$ cat config.mk
export PLATFORM = sky130hd
export DESIGN_NAME = bcd_scan_display_flat
export DESIGN_NICKNAME = d
export VERILOG_FILES = /design/src/rtl/bcd_scan_display_if.sv /design/src/rtl/bcd_scan_display.sv /design/src/flat_wrapper.sv
export SDC_FILE = /design/constraint.sdc
export NUM_CORES = 1
export LEC_CHECK = 0
export ABC_AREA = 1
export CAP_MARGIN = 10
export CORE_ASPECT_RATIO = 1.5
export CORE_UTILIZATION = 49
export DETAILED_ROUTE_END_ITERATION = 10
export GPL_TIMING_DRIVEN = 0
export PLACE_DENSITY_LB_ADDON = 0.05
export SLEW_MARGIN = 25
export SYNTH_ARGS = -nofsm -noshare
export SYNTH_HDL_FRONTEND = slang
export SYNTH_SLANG_ARGS = --single-unit
$ cat constraint.sdc
create_clock -name clk -period 2.8 [get_ports clk]
set_input_delay 0.56 -clock clk [delete_from_list [all_inputs] [get_ports clk]]
set_output_delay 0.56 -clock clk [all_outputs]
set_load 0.005 [all_outputs]
$ cat src/rtl/bcd_scan_display_if.sv
// Display-side bundle for bcd_scan_display: BCD digit inputs from the counter
// bank and the multiplexed 7-segment pin outputs.
interface bcd_scan_display_if #(
    parameter int unsigned NUM_DIGITS = 8
);
    logic [4*NUM_DIGITS-1:0] digits_in;
    logic [NUM_DIGITS-1:0]   dp_in;
    logic [NUM_DIGITS-1:0]   digit_en;
    logic [NUM_DIGITS-1:0]   an;
    logic [6:0]              seg;
    logic                    dp;
    logic                    frame_start;

    modport master (
        output digits_in, dp_in, digit_en,
        input  an, seg, dp, frame_start
    );

    modport slave (
        input  digits_in, dp_in, digit_en,
        output an, seg, dp, frame_start
    );
endinterface

$ cat src/rtl/bcd_scan_display.sv
// Time-multiplexed common-anode 7-segment driver with frame-synchronous input
// snapshot, leading-zero blanking and an anode-off guard at each slot start.
module bcd_scan_display #(
    parameter int unsigned NUM_DIGITS    = 8,
    parameter int unsigned REFRESH_DIV   = 100000,
    parameter int unsigned GUARD         = 2,
    parameter bit          BLANK_LEADING = 1'b1
) (
    input logic               clk,
    input logic               rst,
    bcd_scan_display_if.slave bus
);
    localparam int unsigned PW = $clog2(REFRESH_DIV);
    localparam int unsigned IW = $clog2(NUM_DIGITS);

    logic [PW-1:0]           presc;
    logic [IW-1:0]           idx;
    logic                    primed;
    logic [4*NUM_DIGITS-1:0] sh_digits;
    logic [NUM_DIGITS-1:0]   sh_dp;
    logic [NUM_DIGITS-1:0]   sh_en;
    logic [NUM_DIGITS-1:0]   blank_mask;
    logic [NUM_DIGITS-1:0]   blank_nx;
    logic [NUM_DIGITS-1:0]   an_q;
    logic [NUM_DIGITS-1:0]   an_nx;
    logic [6:0]              seg_q;
    logic [6:0]              seg_nx;
    logic [6:0]              glyph;
    logic [3:0]              cur_dig;
    logic                    dp_q;
    logic                    dp_nx;
    logic                    fs_q;
    logic                    slot_tick;
    logic                    last_slot;
    logic                    snap;
    logic                    seen;
    logic                    cur_dp;
    logic                    cur_en;
    logic                    cur_blank;
    logic                    lit;

    assign slot_tick = (presc == PW'(REFRESH_DIV - 1));
    assign last_slot = (idx == IW'(NUM_DIGITS - 1));
    assign snap      = !primed || (slot_tick && last_slot);

    always_ff @(posedge clk or posedge rst) begin
        if (rst) begin
            presc <= '0;
            idx   <= '0;
        end else if (slot_tick) begin
            presc <= '0;
            idx   <= last_slot ? '0 : idx + 1'b1;
        end else begin
            presc <= presc + 1'b1;
        end
    end

    // Blanking is resolved once per frame from the incoming digits so the
    // mask always matches the shadow contents it is loaded alongside.
    always_comb begin
        blank_nx = '0;
        seen     = 1'b0;
        if (BLANK_LEADING) begin
            for (int unsigned k = 0; k < NUM_DIGITS - 1; k++) begin
                if (bus.digits_in[4*(NUM_DIGITS-1-k) +: 4] != 4'd0) seen = 1'b1;
                blank_nx[NUM_DIGITS-1-k] = !seen;
            end
        end
    end

    always_ff @(posedge clk or posedge rst) begin
        if (rst) begin
            primed     <= 1'b0;
            sh_digits  <= '0;
            sh_dp      <= '0;
            sh_en      <= '0;
            blank_mask <= '1;
            fs_q       <= 1'b0;
        end else begin
            fs_q <= snap;
            if (snap) begin
                primed     <= 1'b1;
                sh_digits  <= bus.digits_in;
                sh_dp      <= bus.dp_in;
                sh_en      <= bus.digit_en;
                blank_mask <= blank_nx;
            end
        end
    end

    always_comb begin
        cur_dig   = sh_digits[{idx, 2'b00} +: 4];
        cur_dp    = sh_dp[idx];
        cur_en    = sh_en[idx];
        cur_blank = blank_mask[idx];
        case (cur_dig)
            4'd0:    glyph = 7'h40;
            4'd1:    glyph = 7'h79;
            4'd2:    glyph = 7'h24;
            4'd3:    glyph = 7'h30;
            4'd4:    glyph = 7'h19;
            4'd5:    glyph = 7'h12;
            4'd6:    glyph = 7'h02;
            4'd7:    glyph = 7'h78;
            4'd8:    glyph = 7'h00;
            4'd9:    glyph = 7'h10;
            default: glyph = 7'h3F;
        endcase
    end

    // A blanked digit with its decimal point requested stays lit so the dot
    // shows, but with every segment off.
    always_comb begin
        lit    = cur_en && (!cur_blank || cur_dp);
        seg_nx = (cur_en && !cur_blank) ? glyph : 7'h7F;
        dp_nx  = !(lit && cur_dp);
        an_nx  = '1;
        if (lit && (presc >= PW'(GUARD))) an_nx[idx] = 1'b0;
    end

    always_ff @(posedge clk or posedge rst) begin
        if (rst) begin
            an_q  <= '1;
            seg_q <= 7'h7F;
            dp_q  <= 1'b1;
        end else begin
            an_q  <= an_nx;
            seg_q <= seg_nx;
            dp_q  <= dp_nx;
        end
    end

    assign bus.an          = an_q;
    assign bus.seg         = seg_q;
    assign bus.dp          = dp_q;
    assign bus.frame_start = fs_q;
endmodule
$ cat src/flat_wrapper.sv
// flat-port wrapper written by rule: the top's interface ports become plain ports
module bcd_scan_display_flat 
#(
    parameter int unsigned NUM_DIGITS    = 8,
    parameter int unsigned REFRESH_DIV   = 100000,
    parameter int unsigned GUARD         = 2,
    parameter bit          BLANK_LEADING = 1'b1
)
  (clk, rst, bus_digits_in, bus_dp_in, bus_digit_en, bus_an, bus_seg, bus_dp, bus_frame_start);
  bcd_scan_display_if #(.NUM_DIGITS(NUM_DIGITS)) bus_i ();
  input logic clk;
  input logic rst;
  input wire logic [$bits(bus_i.digits_in)-1:0] bus_digits_in;
  input wire logic [$bits(bus_i.dp_in)-1:0] bus_dp_in;
  input wire logic [$bits(bus_i.digit_en)-1:0] bus_digit_en;
  output wire logic [$bits(bus_i.an)-1:0] bus_an;
  output wire logic [$bits(bus_i.seg)-1:0] bus_seg;
  output wire logic [$bits(bus_i.dp)-1:0] bus_dp;
  output wire logic [$bits(bus_i.frame_start)-1:0] bus_frame_start;
  assign bus_i.digits_in = bus_digits_in;
  assign bus_i.dp_in = bus_dp_in;
  assign bus_i.digit_en = bus_digit_en;
  assign bus_an = bus_i.an;
  assign bus_seg = bus_i.seg;
  assign bus_dp = bus_i.dp;
  assign bus_frame_start = bus_i.frame_start;
  bcd_scan_display #(.NUM_DIGITS(NUM_DIGITS), .REFRESH_DIV(REFRESH_DIV), .GUARD(GUARD), .BLANK_LEADING(BLANK_LEADING)) u_core (.clk(clk), .rst(rst), .bus(bus_i));
endmodule
==> reports/metrics.csv <==
metric,value,unit
ir_drop,0.0003928,V
core_area,9308,um2
cp_max_fo,10,
yosysSeqAreaShare,0.5042,
ctsHtreeMaxLevel,3,
syn_nets,672,
area_growth,26.64,%
worstPathArrival,2.34,ns
cts_made_buffers,9,
finClkSkew,0.005081,ns
hold_path_class,reg2reg,
crit_slowest_cell,dfrtp_1,
die_h,122.3,um
cts_setup_buffers,0,
min_delay_path_depth,2,
via_per_inst,4.998,
vias,4048,
clk_pin_slew,0.06,ns
drtIter0Drc,270,
portBuffers,66,
start_util,0.5076,
placed_cell_area,5597,um2
diodes,0,
whs,0.4630,ns
insertion_delay,0.34,ns
overflow,0,
grt_first_pass_wirelength,18730,um
dr.pass1.iters,4,
power_density,572.4,nW/um2
grt_usage,0.2521,
r2r_slack,0.71,ns
ys_async_sr_fraction,1.000,
rr_worst_depth,13,
rsz0062_at_grt,no,
critPathCaptureType,flop,
wl,11070,um
avgSynthCellArea,7.707,um2
antenna_found_initial,0,
post-route-min-period,2.085,ns
synth.cell_area,4725,um2
grt_pass1_vias,4006,
die_width,82.18,um
p_leak,2.969,nW
p_total,3.425,mW
ys.flop_type,dfrtp_1,
syn_inst,613,
gp_congestion,0.8762,
cts-resized-gates,0,
cts.sinks,94,
min_period_over_period,0.7448,
path_common_cell,nand2_1,
post-route-util,0.6428,
clockRootBuffer,clkbuf_16,
drcViolationCount,0,
setup_viol_count_final,0,
ant_nets,0,
final_area,5983,um2
critPathCapture,u_core.bus.seg[0],
seqCellArea,2382,um2
rows,43,
startpoint_type,flop,
worst_slack,0.7146,ns
critPathLaunch,u_core.idx[0],
cts_tree,done,
ys_seq_elements,94,
crit_chain,inv_2 -> buf_6 -> nand2_1 -> nand2_1 -> nand2_1 -> nand2_1 -> nand2_1 -> nand2_1 -> inv_1 -> ha_1 -> nand3b_1 -> nand3_1 -> nand3_1,
r2r_start,u_core.idx[0],
r2r_end,u_core.bus.seg[0],
clockBufferDepth,2,
crit_required,3.06,ns
hold_viol,0,
synth_edf_count,0,
pin_count,67,
stdcell_count,810,
dieArea,10050,um2
dp_slack,0.7275,ns
grt_max_degree,35,
wl_per_cell,13.67,um
max_stage_delay,0.43,ns
outcome,"finished, final reports clean",
report.final.slew_viol_count,0,
hold_buffers,0,
max_cap_violations,0,
final_nets,752,
setup_tns,0,ns
yosysUniqueCellTypes,30,
dp_hpwl,8257,um
multi_input_area,1948,um2
fmax,479.5,MHz
fillers,840,
synth_warnings,0,
dp_cells,794,
drive_gt1_frac,0.1218,
setup.worst_path.class,reg2reg,
[cell families (layout without fill, tap and decap cells)]
| group | after synthesis | after routing | share of synthesized area |
|---|---|---|---|
| flops | 94 | 94 | 0.5042 |
| compound gates | 47 | 47 | 0.05138 |
| xor+xnor | 6 | 6 | 0.01112 |
| other cells | 1 | 1 | 0.0007937 |
| fa+ha+maj | 9 | 9 | 0.02384 |
| buf+inv | 79 | 164 | 0.08342 |
| simple gates | 377 | 377 | 0.3252 |
[power by group]
part           leakage (nW)  internal [mW]  switching [mW]  total, mW
clock network         0.183           1.05           0.523       1.58
logic                  1.66          0.173           0.191      0.364
registers              1.12           1.45          0.0368       1.48
[layer usage]
| metal | track usage | share of wire |
|---|---|---|
| met5 | 0 | 0 |
| met1 | 0.2907 | 0.41 |
| met3 | 0.04238 | 0.035 |
| met2 | 0.4432 | 0.53 |
| met4 | 0.1184 | 0.033 |
[worst min path at each step]
stage / from / slack, ns / end
CTS: u_core.blank_mask[0] / 0.46 / u_core.blank_mask[0]
global route: u_core.blank_mask[0] / 0.48 / u_core.blank_mask[0]
global placement: u_core.blank_mask[0] / 0.44 / u_core.blank_mask[0]
finish: u_core.blank_mask[0] / 0.46 / u_core.blank_mask[0]
detailed placement: u_core.blank_mask[0] / 0.45 / u_core.blank_mask[0]
floorplan: u_core.blank_mask[0] / 0.43 / u_core.blank_mask[0]
[flip-flops by register name, indices dropped and copies added, names as in the netlist]
signal                  count
u_core.sh_digits           32
u_core.presc               17
u_core.blank_mask           8
u_core.bus.an               8
u_core.sh_dp                8
u_core.sh_en                8
u_core.bus.seg              7
u_core.idx                  3
u_core.bus.dp               1
u_core.bus.frame_start      1
u_core.primed               1
[critical path: cells and delay by family, from the launching register on]
kind	cells	cell delay, ns
adder cells (fa/ha/maj)	1	0.21
AND/OR/NAND/NOR	9	0.84
flip-flops	1	0.43
buffers and inverters	3	0.53
[area by class of cell]
type,count,area share
Tap cell,112,0.02342
Timing Repair Buffer,69,0.1217
Clock buffer,10,0.03827
Inverter,56,0.03576
Multi-Input combinational cell,440,0.3256
Sequential cell,94,0.3982
Buffer,23,0.03074
Clock inverter,6,0.02635
[cells in the mapped netlist, types with 5 or more instances]
| library cell | number | area (um2) |
|---|---|---|
| a21oi_1 | 8 | 40.04 |
| buf_2 | 6 | 30.03 |
| buf_6 | 10 | 112.6 |
| dfrtp_1 | 70 | 1752 |
| dfstp_2 | 24 | 630.6 |
| ha_1 | 9 | 112.6 |
| inv_1 | 49 | 183.9 |
| inv_2 | 7 | 26.28 |
| nand2_1 | 283 | 1062 |
| nand3_1 | 29 | 145.1 |
| nor2_1 | 31 | 116.4 |
| nor2_2 | 5 | 31.28 |
| nor3_1 | 16 | 80.08 |
| o21ai_0 | 32 | 160.2 |
| o21ai_1 | 5 | 25.02 |
| xor2_1 | 5 | 43.79 |
[placed cells by master, fill, tap and decap left out, drive strengths merged]
cell type,n
nand3,30
inv,55
nand3b,1
o21ai,38
a31o,1
clkdlybuf4s50,66
dfrtp,70
nor2,38
nor4,1
a21oi,8
nor3,17
conb,1
nand2,287
clkbuf,13
dfstp,24
nor3b,1
nand4,2
xnor2,1
buf,23
xor2,5
bufinv,5
clkinvlp,2
ha,9
(Power assumes the default switching activity.)
==> patch: new RTL, config.mk and constraints unchanged <==
`REFRESH_DIV` is set to 100000 in 2 places; all go to 50000.
--- a/src/rtl/bcd_scan_display.sv
+++ b/src/rtl/bcd_scan_display.sv
@@ -3,5 +3,5 @@
 module bcd_scan_display #(
     parameter int unsigned NUM_DIGITS    = 8,
-    parameter int unsigned REFRESH_DIV   = 100000,
+    parameter int unsigned REFRESH_DIV   = 50000,
     parameter int unsigned GUARD         = 2,
     parameter bit          BLANK_LEADING = 1'b1
--- a/src/flat_wrapper.sv
+++ b/src/flat_wrapper.sv
@@ -3,5 +3,5 @@
 #(
     parameter int unsigned NUM_DIGITS    = 8,
-    parameter int unsigned REFRESH_DIV   = 100000,
+    parameter int unsigned REFRESH_DIV   = 50000,
     parameter int unsigned GUARD         = 2,
     parameter bit          BLANK_LEADING = 1'b1
Check against the original RTL: no difference found for any inputs over 10 cycles, from zero or initial values and one cycle with rst high; that may be too few to reach the edited logic, so the function may still have changed.
==> patch against the unedited design <==
Total power fell by 6.1%; wire length shrank 2.1%; final area down 2.5%; count of clock-buffer cells in the layout grew 2; worst setup slack got worse by 0.27 ns; area after synthesis down 2.3%; sequential cell count down 1; largest power group is now registers; highest routed layer unchanged.
==> patch: results (changes against the unedited design) <==
The flow ran to the end, and the final reports show no timing, DRC or antenna violations. The pin count of the biggest net entering global routing was 33 (-5.7%). The met2 global-route usage is 0.417 (-0.0265). The routed metal-1 wirelength came out at 4560 um (+1.2%). The fraction of final layout cells sized beyond drive strength 1 is 0.106 (-0.0160). The global routing usage on met1 is 0.306 (+0.0153). The total nets after synthesis came out at 664 (-1.2%).

The leakage power total came out at 2.90 nW (-2.2%). The final weighted congestion of routability-driven global placement came out at 0.862 (-1.6%). After synthesis, the most frequently instantiated cells are nand2_1, dfrtp_1, inv_1, nor2_1, o21ai_0. The total met3 wirelength after detailed routing is 399 um (+2.3%). The count of vias placed by the detailed router came out at 4106 (+1.4%). The number of sequential cells in the layout is 93 (-1.1%).

The fraction of cell area in non-clock buffers came to 0.151 (-0.00119). The number of placed instances with taps included came out at 786 (-1.0%). The storage element area is 2360 sq um (-1.1%). The maximum resistive drop on vdd is 0.419 mV (+6.7%). The combinational logic power is 0.000354 W (-3%).

The data arrival time at the worst-slack endpoint was 2.62 ns (+0.28 ns). The minimum setup slack after placement came out at 0.521 ns (-0.206 ns). The via count of the first global-routing pass came out at 4020 (+0.35%). The routed wirelength normalized by instance count is 13.5 um (-1.1%). The sequential cell area fraction in the yosys report came out at 0.510 (+0.00619). By area the synthesized netlist is led by dfrtp_1, nand2_1, dfstp_2. The mean area per synthesized cell is 7.63 sq um (-0.96%). The inverter count came out at 50 (-11%). The largest stage delay on the critical path came out at 0.48 ns (+0.05 ns). The power consumption is 0.00321 W (-6.1%).

The worst clock skew came out at 0.00652 ns (+0.00144 ns). The number of multi-input combinational cells in the layout is 437 (-0.68%). The combined area of the multi-input logic cells is 1920 sq um (-1.5%).

The largest registers in the layout are u_core.sh_digits: 32 flops, u_core.presc: 16 flops. The number of DRC markers after the initial detailed-route iteration came out at 202 (-25%). The xor/xnor share of the synthesized area came out at 0.00948 (-0.00164). The complex-gate fraction of the synthesized area is 0.0463 (-0.00505).

The setup slack on the worst flop-to-flop path is 0.44 ns (-0.27 ns). The part of the cycle the worst path needs came to 0.842 (+0.0974). The total placed instance area is 5490 sq um (-1.9%).

The global router's overall resource usage came out at 0.250 (-0.00186). The fraction of area in clock buffers and inverters is 0.0586 (-0.00605).
patch: changes by cell type after synthesis, moves of 3 or more:
| cell | delta |
|---|---|
| nor2_2 | -4 |
| inv_1 | -3 |
| a21oi_1 | -4 |
| nor4_1 | +4 |
| inv_2 | -3 |
| nand2_1 | +3 |
| nand3_1 | -7 |
| nand4_1 | +8 |
| buf_6 | -6 |
| buf_2 | +6 |
patch: worst min-delay path, stage by stage, from the launching register on:
cell     delay [ns]
dfstp_2        0.36
inv_1          0.05
nor2_1         0.05
patch: worst min path at each step:
stage / slack [ns] / cells past startpoint / to
6_report: 0.46 / 2 / u_core.blank_mask[0]
4_1_cts: 0.46 / 2 / u_core.blank_mask[0]
2_1_floorplan: 0.43 / 2 / u_core.blank_mask[0]
3_3_place_gp: 0.44 / 2 / u_core.blank_mask[0]
5_1_grt: 0.47 / 2 / u_core.blank_mask[0]
3_5_place_dp: 0.45 / 2 / u_core.blank_mask[0]
